<file path="src/rtl/apb_pkg.sv">
// Shared APB definitions: slave FSM states, word-offset constant, default widths.
package apb_pkg;
  localparam int APB_ADDR_W   = 32;
  localparam int APB_DATA_W   = 32;
  localparam int APB_WORD_LSB = 2;

  typedef enum logic [1:0] {
    IDLE = 2'b00,
    WAIT = 2'b01,
    DONE = 2'b10
  } apb_slv_state_t;
endpackage

</file>
<file path="src/rtl/apb_slv_regbank.sv">
// Register array for the APB slave: one indexed write port, one combinational read port.
module apb_slv_regbank #(
  parameter int DATA_W   = 32,
  parameter int NUM_REGS = 16,
  localparam int IDX_W   = $clog2(NUM_REGS)
) (
  input  logic              pclk,
  input  logic              presetn,
  input  logic              we,
  input  logic [IDX_W-1:0]  widx,
  input  logic [DATA_W-1:0] wdata,
  input  logic [IDX_W-1:0]  ridx,
  output logic [DATA_W-1:0] rdata
);
  logic [NUM_REGS-1:0][DATA_W-1:0] regs_q, regs_d;

  always_comb begin
    regs_d = regs_q;
    if (we) regs_d[widx] = wdata;
  end

  always_ff @(posedge pclk or negedge presetn) begin
    if (!presetn) regs_q <= '0;
    else          regs_q <= regs_d;
  end

  assign rdata = regs_q[ridx];
endmodule

</file>
<file path="src/rtl/apb_slave_regfile.sv">
// APB completer with a register bank, decode and PSLVERR on illegal access.
// Optional wait states are compiled in with `APB_SLV_WAIT_EN.
module apb_slave_regfile
  import apb_pkg::*;
#(
  parameter int ADDR_W      = APB_ADDR_W,
  parameter int DATA_W      = APB_DATA_W,
  parameter int NUM_REGS    = 16,
  parameter int WAIT_CYCLES = 2
) (
  input  logic              pclk,
  input  logic              presetn,
  input  logic              psel,
  input  logic              penable,
  input  logic              pwrite,
  input  logic [ADDR_W-1:0] paddr,
  input  logic [DATA_W-1:0] pwdata,
  output logic [DATA_W-1:0] prdata,
  output logic              pready,
  output logic              pslverr
);
  localparam int IDX_W = $clog2(NUM_REGS);

  if (WAIT_CYCLES < 0 || WAIT_CYCLES > 15 || NUM_REGS < 2) begin : g_bad_cfg
    $error("apb_slave_regfile: WAIT_CYCLES must be 0..15 and NUM_REGS >= 2");
  end

  apb_slv_state_t    state_q, state_d;
  logic              legal_q, legal_d;
  logic [IDX_W-1:0]  idx_q, idx_d;
  logic              wr_q, wr_d;
  logic [DATA_W-1:0] prdata_q, prdata_d;
  logic              pready_q, pready_d;
  logic              pslverr_q, pslverr_d;
  logic              go_done, we;
  logic              dec_legal;
  logic [IDX_W-1:0]  dec_idx;
  logic [DATA_W-1:0] rdata;
`ifdef APB_SLV_WAIT_EN
  localparam logic [3:0] WAIT_N = 4'(WAIT_CYCLES);
  logic [3:0] cnt_q, cnt_d;
`endif

  assign dec_legal = (paddr[1:0] == 2'b00) && (paddr < ADDR_W'(NUM_REGS * 4));
  assign dec_idx   = paddr[APB_WORD_LSB +: IDX_W];

  always_comb begin
    state_d   = state_q;
    legal_d   = legal_q;
    idx_d     = idx_q;
    wr_d      = wr_q;
    prdata_d  = '0;
    pready_d  = 1'b0;
    pslverr_d = 1'b0;
    go_done   = 1'b0;
    we        = 1'b0;
`ifdef APB_SLV_WAIT_EN
    cnt_d     = cnt_q;
`endif
    case (state_q)
      IDLE: if (psel && !penable) begin
        legal_d = dec_legal;
        idx_d   = dec_idx;
        wr_d    = pwrite;
`ifdef APB_SLV_WAIT_EN
        if (WAIT_N == 4'd0) begin
          state_d = DONE;
          go_done = 1'b1;
        end else begin
          state_d = WAIT;
          cnt_d   = WAIT_N - 4'd1;
        end
`else
        state_d = DONE;
        go_done = 1'b1;
`endif
      end
`ifdef APB_SLV_WAIT_EN
      WAIT: begin
        if (!psel) state_d = IDLE;
        else if (cnt_q == 4'd0) begin
          state_d = DONE;
          go_done = 1'b1;
        end else cnt_d = cnt_q - 4'd1;
      end
`endif
      DONE: begin
        we      = legal_q && wr_q && psel && penable && pwrite;
        state_d = IDLE;
      end
      default: state_d = IDLE;
    endcase
    // Outputs are registered, so they load on the edge that enters DONE.
    if (go_done) begin
      pready_d  = 1'b1;
      pslverr_d = !legal_d;
      prdata_d  = (legal_d && !wr_d) ? rdata : '0;
    end
  end

  always_ff @(posedge pclk or negedge presetn) begin
    if (!presetn) begin
      state_q   <= IDLE;
      legal_q   <= 1'b0;
      idx_q     <= '0;
      wr_q      <= 1'b0;
      prdata_q  <= '0;
      pready_q  <= 1'b0;
      pslverr_q <= 1'b0;
`ifdef APB_SLV_WAIT_EN
      cnt_q     <= '0;
`endif
    end else begin
      state_q   <= state_d;
      legal_q   <= legal_d;
      idx_q     <= idx_d;
      wr_q      <= wr_d;
      prdata_q  <= prdata_d;
      pready_q  <= pready_d;
      pslverr_q <= pslverr_d;
`ifdef APB_SLV_WAIT_EN
      cnt_q     <= cnt_d;
`endif
    end
  end

  apb_slv_regbank #(.DATA_W(DATA_W), .NUM_REGS(NUM_REGS)) u_regbank (
    .pclk    (pclk),
    .presetn (presetn),
    .we      (we),
    .widx    (idx_q),
    .wdata   (pwdata),
    .ridx    (idx_d),
    .rdata   (rdata)
  );

  assign prdata  = prdata_q;
  assign pready  = pready_q;
  assign pslverr = pslverr_q;
endmodule

</file>
<file path="config.mk">
export PLATFORM = sky130hd
export DESIGN_NAME = apb_slave_regfile
export DESIGN_NICKNAME = d
export VERILOG_FILES = /design/src/rtl/apb_pkg.sv /design/src/rtl/apb_slv_regbank.sv /design/src/rtl/apb_slave_regfile.sv
export SDC_FILE = /design/constraint.sdc
export NUM_CORES = 1
export LEC_CHECK = 0
export BUFFER_PORTS_ARGS = -buffer_cell sky130_fd_sc_hd__buf_4
export CAP_MARGIN = 40
export CORE_MARGIN = 8
export CORE_UTILIZATION = 25
export CTS_BUF_LIST = sky130_fd_sc_hd__clkbuf_4 sky130_fd_sc_hd__clkbuf_8
export DETAILED_ROUTE_END_ITERATION = 6
export GPL_TIMING_DRIVEN = 0
export PLACE_DENSITY = 0.4
export SETUP_SLACK_MARGIN = 0.3
export SLEW_MARGIN = 15
export SYNTH_ARGS = -nofsm -noshare
export SYNTH_HDL_FRONTEND = slang
export SYNTH_SLANG_ARGS = --single-unit
export TNS_END_PERCENT = 20
</file>
<file path="constraint.sdc">
create_clock -name pclk -period 1.9 [get_ports pclk]
set_input_delay 0.38 -clock pclk [delete_from_list [all_inputs] [get_ports pclk]]
set_output_delay 0.38 -clock pclk [all_outputs]
set_load 0.02 [all_outputs]
</file>
### After elaboration in Yosys (flattened, before gate mapping)

Index checks and enable logic that the tools add are counted.

* $lt $le $gt $ge: 4
* eq/ne operators: 2
* muxes and demuxes: 20
* reductions and logical operators: 13

Operator list (number)
* $bwmux W512: 1
* $bmux W32 S4: 1
* $demux W32 S4: 1
* $mux W32: 4
* $lt A32 B7 Y1 const B: 1
* $lt A4 B5 Y1 const B: 2
* $mux W1: 9
* $logic_and A1 B1 Y1: 8
* $mux W4: 2
* $ge A4 B1 Y1 const B: 1
* $logic_not A2 Y1: 2
* $mux W2: 2
* $logic_not A1 Y1: 3
* $eq A2 B2 Y1 const B: 1
* $ne A2 B2 Y1 const B: 1

* register bits: 554
* input bits: 69
* output and inout bits: 34
* logic and storage cells: 62

### Longest topological paths before layout

Gate-level depths: netlist of the first run.

* word-level depth: 8
* gate-level depth with buffers: 11
* depth with buffers taken out: 9

### By module

A second synthesis of the first run with hierarchy kept.

* cells, all modules: 1544
* area, all modules: 24579.8 um2

By module, submodules not included
* apb_slv_regbank: instances 1, cells an instance 1404, area each 22774.3 um2, sequential area each 12812.3 um2
* apb_slave_regfile: instances 1, cells an instance 140, area each 1805.5 um2, sequential area each 1026.0 um2

### Least setup slack after synthesis of the first run

No wires, ideal clock.

* path kind: input-to-reg
* start point: in penable
* end point: reg prdata_q[0], in the netlist prdata[0]
* library setup time: 0.122 ns
* arrival: 1.896 ns
* required time: 1.778 ns
* setup slack: -0.118 ns
* stages on the path: 8
* path buffers: 1
* cells stage by stage: nor2_1 -> nand2_1 -> inv_2 -> mux2_4 -> nor2_2 -> clkbuf_1 -> a32oi_1 -> a32o_1

* word-level cells in the longest chain between the ends: 8
* elaborated cells between the ends (all ways): 16
* those cells by class: mux: 12; reduce/logical: 4

RTL lines
* from (decl): line apb_slave_regfile.sv:14 `input logic penable,`
* $logic_not A1 Y1: line apb_slave_regfile.sv:61 `IDLE: if (psel && !penable) begin`
* $logic_and A1 B1 Y1: line apb_slave_regfile.sv:61
* $mux W4: line apb_slave_regfile.sv:61
* $mux W4: line apb_slave_regfile.sv:60 `case (state_q)`
* via idx_d[1]: line apb_slave_regfile.sv:30 `logic [IDX_W-1:0] idx_q, idx_d;`
* $bmux W32 S4: line apb_slv_regbank.sv:27 `assign rdata = regs_q[ridx];`
* $mux W32 (not written as such): line apb_slv_regbank.sv:27
* $mux W32: line apb_slave_regfile.sv:97 `prdata_d = (legal_d && !wr_d) ? rdata : '0;`
* $mux W32: line apb_slave_regfile.sv:94 `if (go_done) begin`
* via prdata_d[0]: line apb_slave_regfile.sv:32 `logic [DATA_W-1:0] prdata_q, prdata_d;`
* to (signal assigned): line apb_slave_regfile.sv:118 `prdata_q <= prdata_d;`
* to (decl): line apb_slave_regfile.sv:32

The timed path passes the listed nets, and every way through them passes these cells. The select of a mux whose other input is x is not followed.
A chain may end at the register's enable or synchronous reset.

### Worst setup path in the final report of the first run

* start point: reg state_q[1]
* end point: reg prdata_q[6], in the netlist prdata[6]

* word-level cells in the longest chain between the ends: 6
* elaborated cells between the ends (all ways): 11
* those cells by class: mux: 8; reduce/logical: 3

RTL lines
* from (decl): line apb_slave_regfile.sv:28 `apb_slv_state_t state_q, state_d;`
* from (signal assigned): line apb_slave_regfile.sv:114 `state_q <= state_d;`
* $logic_not A2 Y1 (*): line apb_slave_regfile.sv:60
* $mux W4 or $mux W1 (tied branches): line apb_slave_regfile.sv:60
* $bmux W32 S4 or $logic_not A1 Y1 (tied branches): line apb_slv_regbank.sv:27, apb_slave_regfile.sv:97
* $mux W32 (not written as such) or $logic_and A1 B1 Y1 (tied branches): line apb_slv_regbank.sv:27, apb_slave_regfile.sv:97
* $mux W32: line apb_slave_regfile.sv:97
* $mux W32 (*): line apb_slave_regfile.sv:94
* via prdata_d[6]: line apb_slave_regfile.sv:32

Mark *: on every way through the listed nets, which the timed path passes. The rest lies on a longest branch. The select of a mux whose other input is x is not followed.

==> results by group, run 1 <==
Synth
  – Ys async rst share: 1.000
  – Post-synth EDFFs: 0
  – Post-Syn Area: 24770 µm²
  – Yosys cell types: 40
  – Synth Register Bits: 553
  – Mean post-synth cell area: 13.72 µm²
  – Post-Synthesis Cells: 1806
  – Synth Net Count: 1875
  – Post-synthesis sequential area ratio: 0.5586
  – Synth Flop Type: dfrtp_1
  – YS warnings: 0

Place
  – Routability cong.: 0.7580
  – Placed Area: 27980 µm²
  – Port bufs: 102
  – HPWL after detailed placement: 57590 µm

Floorplanning
  – Die Ht: 330.8 µm
  – Initial Util: 0.2521
  – Die ar.: 109400 µm²
  – Core area: 98280 µm²
  – Core Rows: 115
  – Die X: 330.8 µm
  – Boundary Pins: 103

Layout
  – Final instance area: 33640 µm²
  – Ratio of cells with drive above 1 in the final layout: 0.5259
  – Fillers: 9569
  – Final nets: 2252
  – Most frequent cells in the layout: dfrtp_1, mux2_2, nand2_1
  – Commonest non-fill, non-tap cell in the layout: dfrtp_1
  – Area taken by multi-input logic gates: 11000 µm²
  – Fin util: 0.3423
  – Flip-flop and latch area: 13840 µm²
  – Area Growth Syn to Fin: 35.77%

Critical path
  – FF-to-FF path depth: 12
  – Critical Path Sink Type: register
  – Critical Path RT: 2.50 ns
  – Crit Path Category: register to register
  – Max FO, Critical Path: 6
  – Critical Path AT: 2.92 ns
  – Worst Setup Start Kind: register

Status
  – Failing checks: negative hold slack, negative setup slack
  – Outcome: finished, violations left

Global route
  – Initial antenna violation count: 4
  – GRT Resource Usage Total: 0.1587
  – First-pass GRT wire length: 127600 µm
  – Overflow after GRT: 0
  – Largest net degree at the start of global routing: 99
  – Number of global-route vias before repair: 18.51k

Route
  – 1st-pass router iterations: 4
  – Vias: 16.92k
  – Detailed Route WL: 87650 µm
  – Detailed Route Iter0 Violations: 798
  – Post-route ant nets: 0
  – Via density per instance: 4.762
  – DR DRC count: 0
  – WL per Instance: 24.67 µm

Power
  – PwrDens: 871.6 nW/µm²
  – VDD IR max: 0.5301 mV
  – Leakage power total: 0.01623 µW

Run
  – MaxCap Viol Count: 0

Clock tree
  – CTS root buf: clkbuf_8
  – Worst-path clk slew: 0.06 ns
  – CTS tree: done
  – Clk sinks: 553
  – H-tree Lvls: 3
  – Clock Path Buffers: 3
  – Skew-Pair Late Insertion Delay: 0.71 ns
  – CTS Buf Count: 104

STA
  – Max Slew Vio Count: 0
  – Final min period: 2.324 ns
  – Sum of negative setup slack: -120.09 ns
  – Endpoints failing hold: 62
  – Slew @ Worst Pin: 0.9290 ns
  – Post-route clock period utilization: 1.223
  – Worst slew margin relative to its limit: 0.3786
  – WHS: -0.03748 ns
  – Worst clock skew: 0.03814 ns
  – RSZ-0062 raised after global routing: yes
  – Worst Slack Setup Final: -0.4236 ns
  – Achievable Freq: 0.4304 GHz
  – Final count of negative-setup-slack endpoints: 531

Hold path
  – HP Class: primary input to asynchronous set/reset pin
==> Yosys cell counts (17+ instances only) <==
cell type	number	area, µm²
nand2_1	209	784.5
a32o_1	31	310.3
mux2i_1	160	1602
clkbuf_1	61	229.0
dfrtp_1	553	13840
buf_6	17	191.4
mux2_2	477	5371
mux2_4	31	465.5
buf_1	22	82.58
buf_2	37	185.2
a32oi_1	95	832.1
a221oi_1	31	271.5
==> cell families (layout without fill, tap and decap cells) <==
logic type | Yosys count | in the layout | share of synthesized area
AOI/OAI and AO/OA | 165 | 165 | 0.05924
buffers and inverters | 156 | 613 | 0.03278
and+or+nand+nor | 255 | 255 | 0.04460
muxes | 677 | 677 | 0.3048
other | 0 | 3 | 0
DFF | 553 | 553 | 0.5586
==> final cells by class <==
cell class,count,share of cell area
Inverter,5,0.001153
Tap cell,1287,0.04787
Sequential cell,553,0.4114
Clock inverter,6,0.001823
Antenna cell,3,0.0002232
Buffer,151,0.05070
Multi-Input combinational cell,1097,0.3271
Clock buffer,180,0.06733
Timing Repair Buffer,271,0.09236
==> final timing paths <==
| kind | startpoint | end | slack [ns] |
|---|---|---|---|
| max in group asynchronous | presetn | u_regbank.regs_q[177] | 0.23 |
| min in group pclk | paddr[5] | idx_q[3] | 0 |
| max reg2reg | state_q[1] | prdata[6] | -0.42 |
| min | presetn | idx_q[1] | -0.04 |
| min reg2reg | legal_q | legal_q | 0.48 |
| max | state_q[1] | prdata[6] | -0.42 |
==> metrics by stage <==
| step | worst slack, ns | power [µW] | std cells | hold slack, ns |
|---|---|---|---|---|
| 4_1_cts | -0.4520 | 29660 | 3519 | -0.09313 |
| 6_report | -0.4236 | 29320 | 3553 | -0.03748 |
| 3_3_place_gp | -5.875 | 15420 | 3195 | 0.4644 |
| 5_1_grt | -0.4795 | 30480 | 3552 | -0.05385 |
| 3_5_place_dp | -1.410 | 15610 | 3240 | 0.2479 |
| 2_1_floorplan | -0.05709 | 13620 | 1806 | 0.08441 |
==> state kept, by name, indices dropped and copies added (netlist names) <==
name              cells
idx_q                 4
legal_q               1
prdata               32
pready                1
pslverr               1
state_q               1
u_regbank.regs_q    512
wr_q                  1
==> power breakdown <==
part | switching (µW) | leakage [µW] | internal [µW]
Clock | 5230 | 0.00124 | 7540
Sequential | 43.7 | 0.00772 | 11800
Combinational | 2880 | 0.00728 | 1810
==> critical path: stages, from the launching register on <==
cell     delay, ns
dfrtp_1       0.41
nor2_4        0.11
nand2_4       0.08
inv_8         0.07
mux2i_4       0.33
buf_12        0.17
inv_12        0.05
buf_12        0.15
buf_12        0.15
buf_12        0.13
mux2i_2       0.17
a32oi_1       0.09
a32o_2        0.29
==> layer usage <==
metal	part of all wire	vias to the layer above	global-route usage
met3	0.033	170	0.02440
met2	0.49	353	0.2697
met4	0.037	0	0.05872
met5	0	-	0
li1	-	7433	-
met1	0.44	8963	0.2030
==> repair_timing <==
action,CTS,global route
setup buffers,43,25
hold buffers,37,3
cloned,13,3
pin swaps,69,39
setup endpoints to repair,677,679
hold endpoints to repair,312,28
resized for setup,314,157
Note: power is estimated with default switching activity, not from simulation.
==> run 2, diff against run 1 <==
Settings changed: CORE_MARGIN 8 to 5.
==> run 2 against run 1 <==
- the run still ends with negative hold slack, negative setup slack left
- register-to-register slack improved by 0.04 ns
- fmax increased by 1.7%
- sequential cell count unchanged
- global-route usage increased by 0.34 points
- sequential power about the same
- worst hold slack got worse by 0.25 ns
- clock power decreased by 6%
- final cell count decreased by 0.53%
- clock skew about the same
- sequential share of layout area about the same
- largest power group unchanged
==> results by group, run 2 (synthesized netlist as in run 1, its figures left out) <==
Clock tree
  – Clk sinks: 553 (unchanged)
  – CTS Buf Count: 101 (was 104)
  – Skew-Pair Late Insertion Delay: 0.73 ns (was 0.71 ns)
  – Clock Path Buffers: 3 (unchanged)
  – Cts hold-fix bufs: 33 (was 37)
  – Worst-path clk slew: 0.06 ns (about the same)
  – CTS root buf: clkbuf_8 (unchanged)
  – CTS tree: done (unchanged)
  – H-tree Lvls: 3 (unchanged)

STA
  – Worst slew margin relative to its limit: 0.4838 (was 0.3786)
  – Endpoints failing hold: 85 (was 62)
  – Sum of negative setup slack: -93.85 ns (was -120.09 ns)
  – Max Slew Vio Count: 0 (unchanged)
  – RSZ-0062 raised after global routing: yes (unchanged)
  – Achievable Freq: 0.4378 GHz (was 0.4304 GHz)
  – Final min period: 2.284 ns (was 2.324 ns)
  – WHS: -0.2906 ns (was -0.03748 ns)
  – Slew @ Worst Pin: 0.7744 ns (was 0.9290 ns)
  – Post-route clock period utilization: 1.202 (was 1.223)
  – Worst clock skew: 0.03824 ns (was 0.03814 ns)
  – Worst Slack Setup Final: -0.3842 ns (was -0.4236 ns)
  – Final count of negative-setup-slack endpoints: 508 (was 531)

Critical path
  – FF-to-FF Start: state_q[1] (unchanged)
  – Worst Setup Start Kind: register (unchanged)
  – Critical Path AT: 2.93 ns (was 2.92 ns)
  – Critical Path RT: 2.55 ns (was 2.50 ns)
  – Crit Path Category: register to register (unchanged)
  – R2R setup slack: -0.38 ns (was -0.42 ns)
  – FF-to-FF path depth: 11 (was 12)
  – Critical Path Sink Type: register (unchanged)
  – Reg-to-reg endpoint: prdata[7] (was prdata[6])
  – Max FO, Critical Path: 8 (was 6)

Place
  – Pre-CTS setup slack: -1.410 ns (about the same)
  – Routability cong.: 0.7459 (was 0.7580)
  – Port bufs: 102 (unchanged)
  – HPWL after detailed placement: 57180 µm (was 57590 µm)

Global route
  – Overflow after GRT: 0 (unchanged)
  – Initial antenna violation count: 3 (was 4)
  – Largest net degree at the start of global routing: 103 (was 99)
  – Met1 Use GR: 0.2123 (was 0.2030)
  – M3 GR Usage: 0.02677 (was 0.02440)
  – Grt peak-use layer: met2 (unchanged)
  – GRT Resource Usage Total: 0.1620 (was 0.1587)
  – Number of global-route vias before repair: 18.16k (was 18.51k)
  – First-pass GRT wire length: 127200 µm (was 127600 µm)
  – Met2 usage: 0.2716 (was 0.2697)

Power
  – Leakage power total: 0.01620 µW (was 0.01623 µW)
  – VDD IR max: 0.4520 mV (was 0.5301 mV)
  – Reg power frac: 0.408 (was 0.404)
  – PwrDens: 863.3 nW/µm² (was 871.6 nW/µm²)
  – Pint: 20810 µW (was 21150 µW)
  – Combinational Power Share: 0.179 (was 0.160)
  – Clock share of power: 0.412 (was 0.436)
  – Switch share: 0.2831 (was 0.2784)
  – Net Sw Power: 8216 µW (was 8162 µW)

Floorplanning
  – Die Ht: 324.8 µm (was 330.8 µm)
  – Boundary Pins: 103 (unchanged)
  – Core Rows: 115 (unchanged)
  – Die ar.: 105500 µm² (was 109400 µm²)
  – Core area: 98420 µm² (was 98280 µm²)
  – Initial Util: 0.2517 (was 0.2521)
  – Die X: 324.8 µm (was 330.8 µm)

Status
  – Failing checks: negative hold slack, negative setup slack (unchanged)
  – Outcome: finished, violations left (unchanged)

Layout
  – Max reg flops: 512 (unchanged)
  – Area Growth Syn to Fin: 35.69% (was 35.77%)
  – Ratio of cells with drive above 1 in the final layout: 0.5347 (was 0.5259)
  – Final nets: 2240 (was 2252)
  – Biggest register: u_regbank.regs_q (unchanged)
  – Most frequent cells in the layout: dfrtp_1, mux2_2, nand2_1 (unchanged)
  – Commonest non-fill, non-tap cell in the layout: dfrtp_1 (unchanged)
  – Flip-flop and latch area: 13840 µm² (unchanged)
  – Fillers: 9717 (was 9569)
  – Area taken by multi-input logic gates: 11090 µm² (was 11000 µm²)

Route
  – DR DRC count: 0 (unchanged)
  – Post-route ant nets: 0 (unchanged)
  – 1st-pass router iterations: 5 (was 4)
  – Via density per instance: 4.758 (was 4.762)
  – Detailed Route Iter0 Violations: 802 (was 798)
  – Detailed Route WL: 88150 µm (was 87650 µm)
  – WL per Instance: 24.94 µm (was 24.67 µm)
  – Vias: 16.82k (was 16.92k)

Run
  – MaxCap Viol Count: 0 (unchanged)

Hold path
  – HP Class: primary input to asynchronous set/reset pin (unchanged)
-- run 2: worst max path at each step --
stage          depth (start not counted)                     to        from
2_1_floorplan                          6  u_regbank.regs_q[363]     penable
3_3_place_gp                           1             prdata[16]     presetn
3_5_place_dp                           9              prdata[7]     penable
4_1_cts                               11              prdata[7]  state_q[1]
5_1_grt                               12             prdata[15]  state_q[1]
6_report                              11              prdata[7]  state_q[1]
-- run 2: timing repair --
action                                  4_1_cts  5_1_grt
resized for setup                           349      148
setup buffers                                35       27
hold endpoints to repair                    278       85
endpoints found under the setup margin      579      579
pin swaps                                    65       42
cloned                                       16        6
-- run 2: metal layers --
layer / wire (µm) / part of all wire
met3: 3320 / 0.038
met5: 0 / 0
met4: 2872 / 0.033
met1: 39090 / 0.44
met2: 42870 / 0.49
-- run 2: metrics by stage --
stage	total power [µW]	std cells	instance area [µm²]	hold WS [ns]	utilization
after floorplan	13620	1806	24940	0.08441	-
after global placement	15390	3195	27320	0.4642	0.2776
after detailed placement	15600	3238	27960	0.4682	0.2841
after CTS	29270	3500	32550	-0.3399	0.3307
after global routing	30200	3534	33620	-0.2846	0.3416
final	29020	3534	33620	-0.2906	0.3416
-- run 2: area by class of cell --
class	instances	share of cell area
Timing Repair Buffer	262	0.09160
Clock inverter	5	0.001638
Clock buffer	173	0.06171
Multi-Input combinational cell	1097	0.3299
Sequential cell	553	0.4117
Tap cell	1287	0.04790
Antenna cell	1	0.00007444
Inverter	5	0.001265
Buffer	151	0.05427
-- run 2: power by group through the flow --
stage	combinational, µW	clock, µW	sequential (µW)
6_report	5210	12000	11800
5_1_grt	5420	12900	11800
4_1_cts	5000	12400	11800
3_5_place_dp	3550	0	12000
3_3_place_gp	3340	0	12000
2_1_floorplan	1580	0	12000
-- run 2: worst max-delay path, stage by stage, from the launching register on --
cell and delay [ns]:
dfrtp_1 0.41, nor2_4 0.11, nand2_4 0.07, inv_8 0.08
mux2i_4 0.24, buf_12 0.17, inv_16 0.07, buf_16 0.17
buf_12 0.17, mux2i_4 0.19, a32oi_4 0.22, a32o_2 0.29
==> run 3, diff against run 2 <==
Settings changed: CORE_UTILIZATION 25 to 58, PLACE_DENSITY 0.4 to 0.79.
==> run 3 against run 2 <==
- the flow still finishes with violations (negative hold slack, negative setup slack)
- clock power down 9%
- highest routed layer unchanged
- critical endpoint is now prdata[12]
- register-to-register slack worse by 0.11 ns
- sequential share of layout area up 3.9 points
- power down 7.4%
==> results by group, run 3 (synthesized netlist as in run 1, its figures left out) <==
Layout
  – Fin util: 0.7292 (was 0.3416)
  – Most frequent cells in the layout: dfrtp_1, mux2_2, nand2_1 (unchanged)
  – Ratio of cells with drive above 1 in the final layout: 0.5061 (was 0.5347)
  – Post-Layout Cell Count: 2688 (was 3534)
  – Final instance area: 30730 µm² (was 33620 µm²)
  – Final nets: 2147 (was 2240)
  – Commonest non-fill, non-tap cell in the layout: dfrtp_1 (unchanged)
  – Biggest register: u_regbank.regs_q (unchanged)
  – Area Growth Syn to Fin: 24.03% (was 35.69%)
  – Max reg flops: 512 (unchanged)

Place
  – Placed Area: 26700 µm² (was 27960 µm²)
  – HPWL after detailed placement: 44800 µm (was 57180 µm)
  – Routability cong.: 0.8902 (was 0.7459)
  – Placed insts: 2467 (was 3238)
  – Port bufs: 102 (unchanged)

Status
  – Failing checks: negative hold slack, negative setup slack (unchanged)
  – Outcome: finished, violations left (unchanged)

STA
  – Worst Slack Setup Final: -0.4920 ns (was -0.3842 ns)
  – RSZ-0062 raised after global routing: yes (unchanged)
  – WHS: -0.3385 ns (was -0.2906 ns)
  – Worst clock skew: 0.03971 ns (was 0.03824 ns)
  – Slew @ Worst Pin: 0.5818 ns (was 0.7744 ns)
  – Final count of negative-setup-slack endpoints: 518 (was 508)
  – Final min period: 2.392 ns (was 2.284 ns)
  – Achievable Freq: 0.4181 GHz (was 0.4378 GHz)
  – Worst slew margin relative to its limit: 0.6121 (was 0.4838)
  – Endpoints failing hold: 64 (was 85)
  – Post-route clock period utilization: 1.259 (was 1.202)
  – Sum of negative setup slack: -109.08 ns (was -93.85 ns)
  – Max Slew Vio Count: 0 (unchanged)

Critical path
  – Worst Setup Start Kind: register (unchanged)
  – Crit Path Category: register to register (unchanged)
  – Critical Path AT: 2.99 ns (was 2.93 ns)
  – Max FO, Critical Path: 6 (was 8)
  – Critical Path RT: 2.49 ns (was 2.55 ns)
  – Critical Path Sink Type: register (unchanged)

Clock tree
  – Cts hold-fix bufs: 24 (was 33)
  – Clk sinks: 553 (unchanged)
  – Clock Path Buffers: 3 (unchanged)
  – Skew-Pair Late Insertion Delay: 0.69 ns (was 0.73 ns)
  – H-tree Lvls: 3 (unchanged)
  – CTS Buf Count: 88 (was 101)
  – CTS tree: done (unchanged)
  – CTS root buf: clkbuf_8 (unchanged)
  – Worst-path clk slew: 0.06 ns (about the same)

Global route
  – Initial antenna violation count: 0 (was 3)
  – First-pass GRT wire length: 111800 µm (was 127200 µm)
  – Overflow after GRT: 0 (unchanged)
  – Number of global-route vias before repair: 18.67k (was 18.16k)
  – Largest net degree at the start of global routing: 111 (was 103)
  – GRT Resource Usage Total: 0.3102 (was 0.1620)

Power
  – Leakage power total: 0.01526 µW (was 0.01620 µW)
  – Combinational Power Share: 0.154 (was 0.179)
  – Pint: 19390 µW (was 20810 µW)
  – VDD IR max: 0.5731 mV (was 0.4520 mV)
  – Clock share of power: 0.405 (was 0.412)
  – Net Sw Power: 7482 µW (was 8216 µW)
  – PwrDens: 874.5 nW/µm² (was 863.3 nW/µm²)
  – Reg power frac: 0.441 (was 0.408)
  – Switch share: 0.2784 (was 0.2831)

Route
  – DR DRC count: 0 (unchanged)
  – Post-route ant nets: 0 (unchanged)
  – Vias: 17.47k (was 16.82k)
  – Detailed Route Iter0 Violations: 1557 (was 802)
  – Via density per instance: 6.498 (was 4.758)
  – 1st-pass router iterations: 5 (unchanged)
  – WL per Instance: 27.93 µm (was 24.94 µm)
  – Detailed Route WL: 75090 µm (was 88150 µm)

Floorplanning
  – Core Rows: 75 (was 115)
  – Boundary Pins: 103 (unchanged)
  – Die ar.: 46950 µm² (was 105500 µm²)
  – Die Ht: 216.7 µm (was 324.8 µm)
  – Die X: 216.7 µm (was 324.8 µm)
  – Initial Util: 0.5880 (was 0.2517)
  – Core area: 42130 µm² (was 98420 µm²)

Run
  – MaxCap Viol Count: 0 (unchanged)

Hold path
  – HP Class: primary input to asynchronous set/reset pin (unchanged)
[run 3: cell count changes in the layout (fill, tap and decap cells not counted), sizes merged, moves of 4 or more]
cell	previous run	this run
clkbuf	236	202
dlygate4sd3	33	24
clkinvlp	1	5
buf	317	245
clkinv	1	12
[run 3: layer usage]
metal	vias up	track usage	part of all wire
met5	-	0	0
met4	0	0.1450	0.051
met3	280	0.07522	0.078
met2	861	0.5008	0.48
met1	9116	0.3996	0.39
li1	7210	-	-
[run 3: power by group through the flow]
stage / Sequential [µW] / Clock [µW] / Combinational (µW)
after floorplan: 12000 / 0 / 1580
after global placement: 12000 / 0 / 2940
after detailed placement: 12000 / 0 / 3060
after CTS: 11800 / 10900 / 3790
after global routing: 11800 / 11500 / 4230
final: 11800 / 10900 / 4150
[run 3: worst max-delay path, stage by stage, from the launching register on]
cell	delay [ns]
dfrtp_1	0.41
nor2_4	0.11
nand2_4	0.08
inv_8	0.09
mux2i_4	0.31
buf_12	0.18
inv_8	0.06
buf_16	0.15
buf_12	0.14
mux2i_2	0.19
a221oi_4	0.39
a32o_2	0.20
[run 3: final timing paths]
check	start	to	slack [ns]	cells past startpoint
min reg2reg	u_regbank.regs_q[86]	u_regbank.regs_q[86]	0.50	1
min	presetn	u_regbank.regs_q[479]	-0.34	1
max in group asynchronous	presetn	u_regbank.regs_q[305]	0.40	4
max reg2reg	state_q[1]	prdata[12]	-0.49	11
min in group pclk	pwdata[22]	u_regbank.regs_q[214]	0.01	2
max	state_q[1]	prdata[12]	-0.49	11
[run 3: timing repair]
item,in CTS,in global routing
endpoints found under the hold margin,168,64
pin swaps,37,43
cloned,6,4
resized for setup,266,113
buffers inserted,18,8
endpoints found under the setup margin,545,769
[run 3: cell type report]
cell class	count	area (µm²)
timing repair buffer	181	1815
multi-input combinational	1098	10950
buffer	151	1500
fill	2501	11410
clock buffer	140	1758
tap	539	674.4
inverter	5	33.78
antenna	1	2.502
clock inverter	20	151.4
sequential	553	13840
[run 3: metrics by stage]
stage | setup WS, ns | power, µW
floorplan | -0.05709 | 13620
global placement | -5.173 | 14980
detailed placement | -1.220 | 15100
CTS | -0.3572 | 26510
global route | -0.5603 | 27580
finish | -0.4920 | 26870
